===== src/rtl/keypad_digit_buffer_pkg.sv =====
// rtl/keypad_digit_buffer_pkg.sv - shared types and default command codes for the keypad digit buffer
package keypad_pkg;

    typedef enum logic [1:0] {KP_IDLE, KP_HELD, KP_REPEAT} kp_state_t;

    typedef enum {ACT_NONE, ACT_DATA, ACT_CLR, ACT_BKSP} kp_action_t;

    localparam logic [3:0] KP_DEFAULT_CLR_CODE  = 4'hC;
    localparam logic [3:0] KP_DEFAULT_BKSP_CODE = 4'hB;

endpackage


===== src/rtl/keypad_digit_buffer_if.sv =====
// rtl/keypad_digit_buffer_if.sv - scanner-side key inputs and display-side digit outputs
interface keypad_digit_buffer_if #(
    parameter int NUM_DIGITS = 4,
    parameter int DIGIT_W    = 4
) ();
    localparam int CW = $clog2(NUM_DIGITS + 1);

    logic [DIGIT_W-1:0]            key_code;
    logic                          key_valid;
    logic [NUM_DIGITS*DIGIT_W-1:0] digits;
    logic [CW-1:0]                 digit_count;
    logic                          entry_strobe;
    logic                          overflow;

    modport master (
        output key_code, key_valid,
        input  digits, digit_count, entry_strobe, overflow
    );

    modport slave (
        input  key_code, key_valid,
        output digits, digit_count, entry_strobe, overflow
    );
endinterface


===== src/rtl/keypad_digit_buffer_press_fsm.sv =====
// rtl/keypad_digit_buffer_press_fsm.sv - press tracking; KEYPAD_AUTOREPEAT_EN adds hold counter and REPEAT state
module keypad_press_fsm
    import keypad_pkg::*;
#(
    parameter int DIGIT_W = 4
`ifdef KEYPAD_AUTOREPEAT_EN
    ,
    parameter logic [15:0] REPEAT_DELAY = 16'd500,
    parameter logic [15:0] REPEAT_RATE  = 16'd100
`endif
) (
    input  logic               clk,
    input  logic               rst,
    input  logic               key_valid,
    input  logic [DIGIT_W-1:0] key_code,
    output logic               apply,
    output logic [DIGIT_W-1:0] apply_code
);

    kp_state_t state;

`ifdef KEYPAD_AUTOREPEAT_EN
    logic [15:0]        hold_cnt;
    logic [DIGIT_W-1:0] held_code;
    logic               delay_hit;
    logic               rate_hit;

    assign delay_hit = (hold_cnt == 16'(REPEAT_DELAY - 16'd1));
    assign rate_hit  = (hold_cnt == 16'(REPEAT_RATE - 16'd1));

    always_ff @(posedge clk) begin
        if (rst) begin
            state     <= KP_IDLE;
            hold_cnt  <= '0;
            held_code <= '0;
        end else begin
            case (state)
                KP_IDLE: begin
                    hold_cnt <= '0;
                    if (key_valid) begin
                        state     <= KP_HELD;
                        held_code <= key_code;
                    end
                end
                KP_HELD: begin
                    if (!key_valid) begin
                        state    <= KP_IDLE;
                        hold_cnt <= '0;
                    end else if (delay_hit) begin
                        state    <= KP_REPEAT;
                        hold_cnt <= '0;
                    end else begin
                        hold_cnt <= hold_cnt + 16'd1;
                    end
                end
                KP_REPEAT: begin
                    if (!key_valid) begin
                        state    <= KP_IDLE;
                        hold_cnt <= '0;
                    end else if (rate_hit) begin
                        hold_cnt <= '0;
                    end else begin
                        hold_cnt <= hold_cnt + 16'd1;
                    end
                end
                default: begin
                    state    <= KP_IDLE;
                    hold_cnt <= '0;
                end
            endcase
        end
    end

    // Repeats reuse the code captured at the original press, never the live key_code.
    assign apply = key_valid && ((state == KP_IDLE) ||
                                 (state == KP_HELD && delay_hit) ||
                                 (state == KP_REPEAT && rate_hit));
    assign apply_code = (state == KP_IDLE) ? key_code : held_code;
`else
    always_ff @(posedge clk) begin
        if (rst) begin
            state <= KP_IDLE;
        end else begin
            case (state)
                KP_IDLE: if (key_valid)  state <= KP_HELD;
                KP_HELD: if (!key_valid) state <= KP_IDLE;
                default: state <= KP_IDLE;
            endcase
        end
    end

    assign apply      = key_valid && (state == KP_IDLE);
    assign apply_code = key_code;
`endif

endmodule


===== src/rtl/keypad_digit_buffer.sv =====
// rtl/keypad_digit_buffer.sv - N-digit keypad entry buffer with clear/backspace keys
// Optional auto-repeat of held keys when KEYPAD_AUTOREPEAT_EN is defined.
module keypad_digit_buffer
    import keypad_pkg::*;
#(
    parameter int                 NUM_DIGITS   = 4,
    parameter int                 DIGIT_W      = 4,
    parameter int                 CMD_KEYS     = 1,
    parameter logic [DIGIT_W-1:0] CLR_CODE     = DIGIT_W'(KP_DEFAULT_CLR_CODE),
    parameter logic [DIGIT_W-1:0] BKSP_CODE    = DIGIT_W'(KP_DEFAULT_BKSP_CODE),
    parameter logic [15:0]        REPEAT_DELAY = 16'd500,
    parameter logic [15:0]        REPEAT_RATE  = 16'd100
) (
    input logic                clk,
    input logic                rst,
    keypad_digit_buffer_if.slave kp
);

    localparam int CW = $clog2(NUM_DIGITS + 1);
    localparam int DW = NUM_DIGITS * DIGIT_W;

    if (NUM_DIGITS < 2 || REPEAT_DELAY == 16'd0 || REPEAT_RATE == 16'd0) begin : g_bad_params
        $error("keypad_digit_buffer: NUM_DIGITS must be >= 2 and repeat timings non-zero");
    end

    logic               apply;
    logic [DIGIT_W-1:0] apply_code;
    kp_action_t         action;

    logic [DW-1:0] digits_q;
    logic [CW-1:0] count_q;
    logic          strobe_q;
    logic          overflow_q;

    keypad_press_fsm #(
        .DIGIT_W      (DIGIT_W)
`ifdef KEYPAD_AUTOREPEAT_EN
        ,
        .REPEAT_DELAY (REPEAT_DELAY),
        .REPEAT_RATE  (REPEAT_RATE)
`endif
    ) u_press_fsm (
        .clk        (clk),
        .rst        (rst),
        .key_valid  (kp.key_valid),
        .key_code   (kp.key_code),
        .apply      (apply),
        .apply_code (apply_code)
    );

    always_comb begin
        action = ACT_NONE;
        if (apply) begin
            if (CMD_KEYS != 0 && apply_code == CLR_CODE)
                action = ACT_CLR;
            else if (CMD_KEYS != 0 && apply_code == BKSP_CODE)
                action = ACT_BKSP;
            else
                action = ACT_DATA;
        end
    end

    always_ff @(posedge clk) begin
        if (rst) begin
            digits_q   <= '0;
            count_q    <= '0;
            strobe_q   <= 1'b0;
            overflow_q <= 1'b0;
        end else begin
            strobe_q   <= (action != ACT_NONE);
            overflow_q <= 1'b0;
            case (action)
                ACT_DATA: begin
                    digits_q <= {digits_q[DW-DIGIT_W-1:0], apply_code};
                    // A full buffer means the oldest valid digit is being pushed out.
                    if (count_q == CW'(NUM_DIGITS))
                        overflow_q <= 1'b1;
                    else
                        count_q <= count_q + CW'(1);
                end
                ACT_CLR: begin
                    digits_q <= '0;
                    count_q  <= '0;
                end
                ACT_BKSP: begin
                    digits_q <= {{DIGIT_W{1'b0}}, digits_q[DW-1:DIGIT_W]};
                    if (count_q != '0)
                        count_q <= count_q - CW'(1);
                end
                default: ;
            endcase
        end
    end

    assign kp.digits       = digits_q;
    assign kp.digit_count  = count_q;
    assign kp.entry_strobe = strobe_q;
    assign kp.overflow     = overflow_q;

endmodule


===== src/flat_wrapper.sv =====
// flat-port wrapper written by rule: the top's interface ports become plain ports
module keypad_digit_buffer_flat import keypad_pkg::*;
#(
    parameter int                 NUM_DIGITS   = 4,
    parameter int                 DIGIT_W      = 4,
    parameter int                 CMD_KEYS     = 1,
    parameter logic [DIGIT_W-1:0] CLR_CODE     = DIGIT_W'(KP_DEFAULT_CLR_CODE),
    parameter logic [DIGIT_W-1:0] BKSP_CODE    = DIGIT_W'(KP_DEFAULT_BKSP_CODE),
    parameter logic [15:0]        REPEAT_DELAY = 16'd500,
    parameter logic [15:0]        REPEAT_RATE  = 16'd100
)
  (clk, rst, kp_key_code, kp_key_valid, kp_digits, kp_digit_count, kp_entry_strobe, kp_overflow);
  keypad_digit_buffer_if #(.NUM_DIGITS(NUM_DIGITS), .DIGIT_W(DIGIT_W)) kp_i ();
  input logic clk;
  input logic rst;
  input wire logic [$bits(kp_i.key_code)-1:0] kp_key_code;
  input wire logic [$bits(kp_i.key_valid)-1:0] kp_key_valid;
  output wire logic [$bits(kp_i.digits)-1:0] kp_digits;
  output wire logic [$bits(kp_i.digit_count)-1:0] kp_digit_count;
  output wire logic [$bits(kp_i.entry_strobe)-1:0] kp_entry_strobe;
  output wire logic [$bits(kp_i.overflow)-1:0] kp_overflow;
  assign kp_i.key_code = kp_key_code;
  assign kp_i.key_valid = kp_key_valid;
  assign kp_digits = kp_i.digits;
  assign kp_digit_count = kp_i.digit_count;
  assign kp_entry_strobe = kp_i.entry_strobe;
  assign kp_overflow = kp_i.overflow;
  keypad_digit_buffer #(.NUM_DIGITS(NUM_DIGITS), .DIGIT_W(DIGIT_W), .CMD_KEYS(CMD_KEYS), .CLR_CODE(CLR_CODE), .BKSP_CODE(BKSP_CODE), .REPEAT_DELAY(REPEAT_DELAY), .REPEAT_RATE(REPEAT_RATE)) u_core (.clk(clk), .rst(rst), .kp(kp_i));
endmodule

===== config.mk =====
export PLATFORM = sky130hd
export DESIGN_NAME = keypad_digit_buffer_flat
export DESIGN_NICKNAME = d
export VERILOG_FILES = /design/src/rtl/keypad_digit_buffer_pkg.sv /design/src/rtl/keypad_digit_buffer_if.sv /design/src/rtl/keypad_digit_buffer_press_fsm.sv /design/src/rtl/keypad_digit_buffer.sv /design/src/flat_wrapper.sv
export SDC_FILE = /design/constraint.sdc
export NUM_CORES = 1
export LEC_CHECK = 0
export ABC_AREA = 1
export BUFFER_PORTS_ARGS = -buffer_cell sky130_fd_sc_hd__buf_2
export CORE_ASPECT_RATIO = 0.7
export CORE_MARGIN = 5
export CORE_UTILIZATION = 46
export DETAILED_ROUTE_END_ITERATION = 8
export GPL_TIMING_DRIVEN = 0
export PLACE_DENSITY = 0.85
export SLEW_MARGIN = 20
export SYNTH_ARGS = -nofsm -noshare
export SYNTH_HDL_FRONTEND = slang
export SYNTH_HIERARCHICAL = 1
export SYNTH_SLANG_ARGS = --single-unit

===== constraint.sdc =====
create_clock -name clk -period 1.61 [get_ports clk]
set_input_delay 0.0805 -clock clk [delete_from_list [all_inputs] [get_ports clk]]
set_output_delay 0.0805 -clock clk [all_outputs]
set_load 0.01 [all_outputs]

======== Word-level counts from Yosys, hierarchy flattened ========
Index checks and enable logic that the tools add are counted.
word-level totals
  register bits after elaboration ......... 23
  input bits .............................. 7
  logic and storage cells ................. 38
  latch bits .............................. 0
  ROM bits ................................ 0
  output and inout bits ................... 21
  RAM bits ................................ 0
  memories kept ........................... 0
operators by class
  order comparisons ....................... 0
  muxes and demuxes ....................... 11
  reduce and logical (&&, ||, !) cells .... 8
  eq/ne operators ......................... 11
  multiply operators ...................... 0
  add/sub/neg operators ................... 2
  shift operators ......................... 0
  div/mod/pow operators ................... 0
  bitwise gates (word level) .............. 1
operators with widths
  cell                   count
  $eq A32 B2 Y1 const B  2
  $mux W32               2
  $pmux W16 S3           1
  $eq A32 B1 Y1 const B  1
  $reduce_bool A32 Y1    1
  $pmux W3 S3            1
  $eq A4 B4 Y1 const B   2
  $mux W2                3
  $mux W3                2
  $ne A2 B2 Y1 const B   3
  $reduce_bool A3 Y1     2
  $pmux W2 S2            1
  $add A3 B1 Y3 const B  1
  $eq A3 B3 Y1 const B   1
  $reduce_and A3 Y1      1
  $sub A3 B1 Y3 const B  1
  $eq A2 B1 Y1 const B   1
  $logic_not A2 Y1       1
  $ne A2 B1 Y1 const B   1
  $reduce_and A2 Y1      1
  $reduce_or A2 Y1       1
  $logic_and A1 B1 Y1    1
  $mux W1                1
  $not A1 Y1             1

======== Depth between registers and ports, before layout ========
  depth after elaboration ................. 7
  depth in mapped cells ................... 11
  gate-level depth less buffers ........... 10

======== Cells and area by module ========
Netlist, hierarchy kept.
modules (own cells, without submodules)
  module               cells each  instances  area an instance (sq um)  sequential area each (sq um)
  keypad_digit_buffer  135         1          1012.2                    420.4
  keypad_press_fsm     12          1          87.6                      20.0

======== Least setup slack after synthesis ========
Ideal clock, no wire load.
  kind .................................... register -> register
  from .................................... register u_core.u_press_fsm.state[0]
  to ...................................... register u_core.count_q[2], in the netlist u_core/kp.digit_count[2]
  buffers on the path ..................... 0
  path slack .............................. 70 ps
  data required time ...................... 1494 ps
  library setup time ...................... 116 ps
  stages on the path, launching flop included .. 11
  period minus slack after synthesis ...... 1540 ps
  arrival time ............................ 1424 ps
  cells stage by stage .................... dfxtp_1 inv_2 ha_1 nand3_2 fa_1 inv_1 nand2_1 nand2_1 nor2_1 nor2_1 nor2_1
between the ends
  cells in the longest elaborated chain, start to end .. 6
  elaborated cells between the ends (all ways) .. 11
  classes of those cells .................. eq/ne (5); mux (2); reduce/logical (4)
RTL lines
  item                                                   RTL line                             RTL
  start: declaration                                     keypad_digit_buffer_press_fsm.sv:20  kp_state_t state;
  start signal: assignment                               keypad_digit_buffer_press_fsm.sv:82  state <= KP_IDLE;
  start signal: assignment                               keypad_digit_buffer_press_fsm.sv:85  KP_IDLE: if (key_valid) state <= KP_HELD;
  start signal: assignment                               keypad_digit_buffer_press_fsm.sv:86  KP_HELD: if (!key_valid) state <= KP_IDLE;
  $logic_not A2 Y1 *                                     keypad_digit_buffer_press_fsm.sv:92  assign apply = key_valid && (state == KP_IDLE);
  $logic_and A1 B1 Y1 *                                  keypad_digit_buffer_press_fsm.sv:92
  net u_core.apply                                       keypad_digit_buffer.sv:26            logic apply;
  $mux W32 *                                             keypad_digit_buffer.sv:53            if (apply) begin
  $eq A32 B2 Y1 / $eq A32 B1 Y1 (equally long branches)  keypad_digit_buffer.sv:72            case (action)
  $ne A2 B1 Y1 (no line) (tied with other cells)         --
  $reduce_and A3 Y1 (no line)                            --
  end signal: assignment                                 keypad_digit_buffer.sv:79            count_q <= count_q + CW'(1);
  end signal: assignment                                 keypad_digit_buffer.sv:88            count_q <= count_q - CW'(1);
  end: declaration                                       keypad_digit_buffer.sv:31            logic [CW-1:0] count_q;
Mark *: on every way through the listed nets, which the timed path passes. The rest lies on a longest branch.
A chain may end at the register's enable or synchronous reset.

======== Final worst setup path ========
  from .................................... register u_core.u_press_fsm.state[0]
  to ...................................... register u_core.count_q[1], in the netlist u_core/kp.digit_count[1]
Same word-level chain as after synthesis.

==> results_dict.tcl <==
set metrics [dict create \
    wl_met3_um 342 \
    dr.pass1.iters 5 \
    synth_edf_count 0 \
    routabilityCongestion 0.840 \
    layout-drive-gt1-share 0.301 \
    wl_um 2830 \
    power.total_mw 1.43 \
    crit_path_max_incr_delay_ns 0.53 \
    place_inst 202 \
    powerDensity_mw_per_mm2 1060 \
    tns_ns 0 \
    critPathLaunchType "flop" \
    synth.distinct_cells 24 \
    relSlewSlack 0.734 \
    netlist_instances 147 \
    vias 1165 \
    holdWs_ns 0.0625 \
    min_period_over_period 0.925 \
    critical_path_class "reg -> reg" \
    drtIter0Drc 88 \
    drt-met1-wl_um 1130 \
    avgSynthCellArea_um2 7.48 \
    wl_met2_um 1340 \
    synth-seq-cells 22 \
    path_clk_slew_ns 0.13 \
    ff2ff_setup_slack_ns 0.12 \
    slew_violations 0 \
    top_layer_used "met4" \
    antenna_found_initial 0 \
    cap_violations 0 \
    worstSetupEndpoint "u_core/kp.digit_count[1]" \
    initial_utilization 0.498 \
    cts_root_buffer "clkbuf_4" \
    n_antenna_cell 0 \
    syn-cell-area_mm2 0.00110 \
    cp_cell_sequence "inv_2 -> ha_4 -> nand3_4 -> fa_2 -> inv_1 -> nand4_1 -> a21oi_1" \
    fp.dieW_um 68.4 \
    internal-power_mw 1.00 \
    swShare 0.303 \
    grt_pass1_wl_um 4640 \
    place_ws_ns -0.0916 \
    htree_levels 1 \
    endpoint_kind "flop" \
    cellLeakagePower_nw 0.669 \
    switching_power_mw 0.435 \
    port_buffers 23 \
    grt_pass1_vias 1053 \
    ys_seq_area_frac 0.400 \
    wl_per_cell_um 13.6 \
    rr_endpoint "u_core/kp.digit_count[1]" \
    synth-async-reset-ratio 0 \
    via_per_inst 5.60 \
    grtUsageTotal 0.171 \
    ir_drop_uv 720 \
    setup_viol 0 \
    fmax_ghz 0.672 \
    yosysWarnings 6 \
    grt-ovfl-total 0 \
    worstHoldPathType "in -> reg" \
    die_area_mm2 0.00348 \
    antenna_left 0 \
    num_rows 14 \
    worst_pin_slew_ns 0.399 \
    worst_slack_ns 0.121 \
    n_fill_cell 207 \
    pwr-share-comb 0.247 \
    cts.sinks 22 \
    utilization 0.611 \
    cpMaxStageDelayCell "fa_2" \
    grt_max_degree 14 \
    hold_viol 0 \
    area_growth_pct 22.5 \
    ys.flop_type "dfxtp_1" \
    status "finished, final reports clean" \
    dp_hpwl_um 2050 \
    finClkSkew_ns 0.00484 \
    clkPwrFrac 0.297 \
    rr_worst_depth 7 \
    final_cell_mix "buf_2, nand2_1, dfxtp_1" \
    arrival_ns 1.70 \
    power_frac_seq 0.456 \
    required_ns 1.83 \
    cts_tree "yes" \
    cts.path.max_buffers 2 \
    ios 28 \
    clk_latency_ns 0.31 \
    nNetsFinal 186 \
    path_max_fanout 4 \
    rsz0062_at_grt "no" \
    finalNonFillerCells 208 \
    final_area_mm2 0.00135 \
    timing.rr.start "u_core/u_press_fsm/state[0]" \
    crit_start "u_core/u_press_fsm/state[0]" \
    syn-num-nets 156 \
    cts_made_buffers 3 \
    drc 0 \
    fin_crit_ns 1.49 \
    dieHeight_um 50.9 \
    core-area_mm2 0.00221 \
    place_area_mm2 0.00125 \
]
-- final cells by class --
cell class	instances	area [µm²]	area share
multi-input combinational	93	524	0.389
sequential	22	440	0.327
timing repair buffer	25	133	0.0984
buffer	11	78.8	0.0585
inverter	21	78.8	0.0585
tap	32	40.0	0.0297
clock inverter	1	30.0	0.0223
clock buffer	3	22.5	0.0167
-- how the worst min path moves through the flow --
| stage | startpoint | to | slack (ns) | cells past startpoint |
|---|---|---|---|---|
| 2_1_floorplan | rst | u_core/u_press_fsm/state[0] | 0.22 | 3 |
| 3_3_place_gp | rst | u_core/u_press_fsm/state[0] | 0.33 | 4 |
| 3_5_place_dp | rst | u_core/u_press_fsm/state[0] | 0.34 | 4 |
| 4_1_cts | kp_key_code[1] | u_core/kp.digits[1] | 0.06 | 3 |
| 5_1_grt | kp_key_code[1] | u_core/kp.digits[1] | 0.08 | 3 |
| 6_report | kp_key_code[1] | u_core/kp.digits[1] | 0.06 | 3 |
-- power groups by stage --
| stage | clock network [mW] | logic [mW] | registers [mW] |
|---|---|---|---|
| 6_report | 0.425 | 0.355 | 0.655 |
| 5_1_grt | 0.457 | 0.392 | 0.661 |
| 4_1_cts | 0.434 | 0.340 | 0.652 |
| 3_5_place_dp | 0 | 0.324 | 0.665 |
| 3_3_place_gp | 0 | 0.310 | 0.660 |
| 2_1_floorplan | 0 | 0.201 | 0.679 |
-- flip-flops by register name, summed over array words and instances (netlist names) --
signal / cells
u_core/kp.digits: 16
u_core/u_press_fsm/state: 1
u_core/kp.digit_count: 3
u_core/kp.entry_strobe: 1
u_core/kp.overflow: 1
-- metal layers --
metal / vias up / GRT usage
li1: 538 / -
met1: 529 / 0.219
met2: 96 / 0.288
met3: 2 / 0.0417
met4: 0 / 0.0363
met5: - / 0
-- repair_timing --
item / in CTS / in global routing
endpoints found under the hold margin: 1 / 0
endpoints found under the setup margin: 2 / 2
hold buffers: 1 / 0
resized for setup: 2 / 2
cloned: 0 / 0
setup buffers: 0 / 1
-- cell usage after synthesis, types with 3 or more instances --
master    instances  area (µm²)
o21ai_0           7        35.0
dfxtp_1          22         440
nand2_2           5        31.3
a22oi_1           7        52.6
inv_2             5        18.8
a21oi_1          14        70.1
nor2_1           11        41.3
o211ai_1          7        52.6
buf_2             3        15.0
nand3_1           7        35.0
nand2_1          26        97.6
inv_1            15        56.3
buf_4             5        37.5
-- cell families after synthesis --
| group | Yosys count | share of synthesized area |
|---|---|---|
| AOI/OAI and AO/OA | 36 | 0.196 |
| and+or+nand+nor | 55 | 0.231 |
| adders and majority gates | 2 | 0.0296 |
| buffers and inverters | 32 | 0.143 |
| DFF | 22 | 0.400 |
-- worst max-delay path, delay by kind of cell, from the launching register on --
kind                       cells  cell delay [ns]
DFF                            1             0.33
adders and majority gates      2             0.69
and+or+nand+nor                2             0.18
buffers and inverters          2             0.12
AOI/OAI and AO/OA              1             0.07
Note: power is estimated with default switching activity, not from simulation.
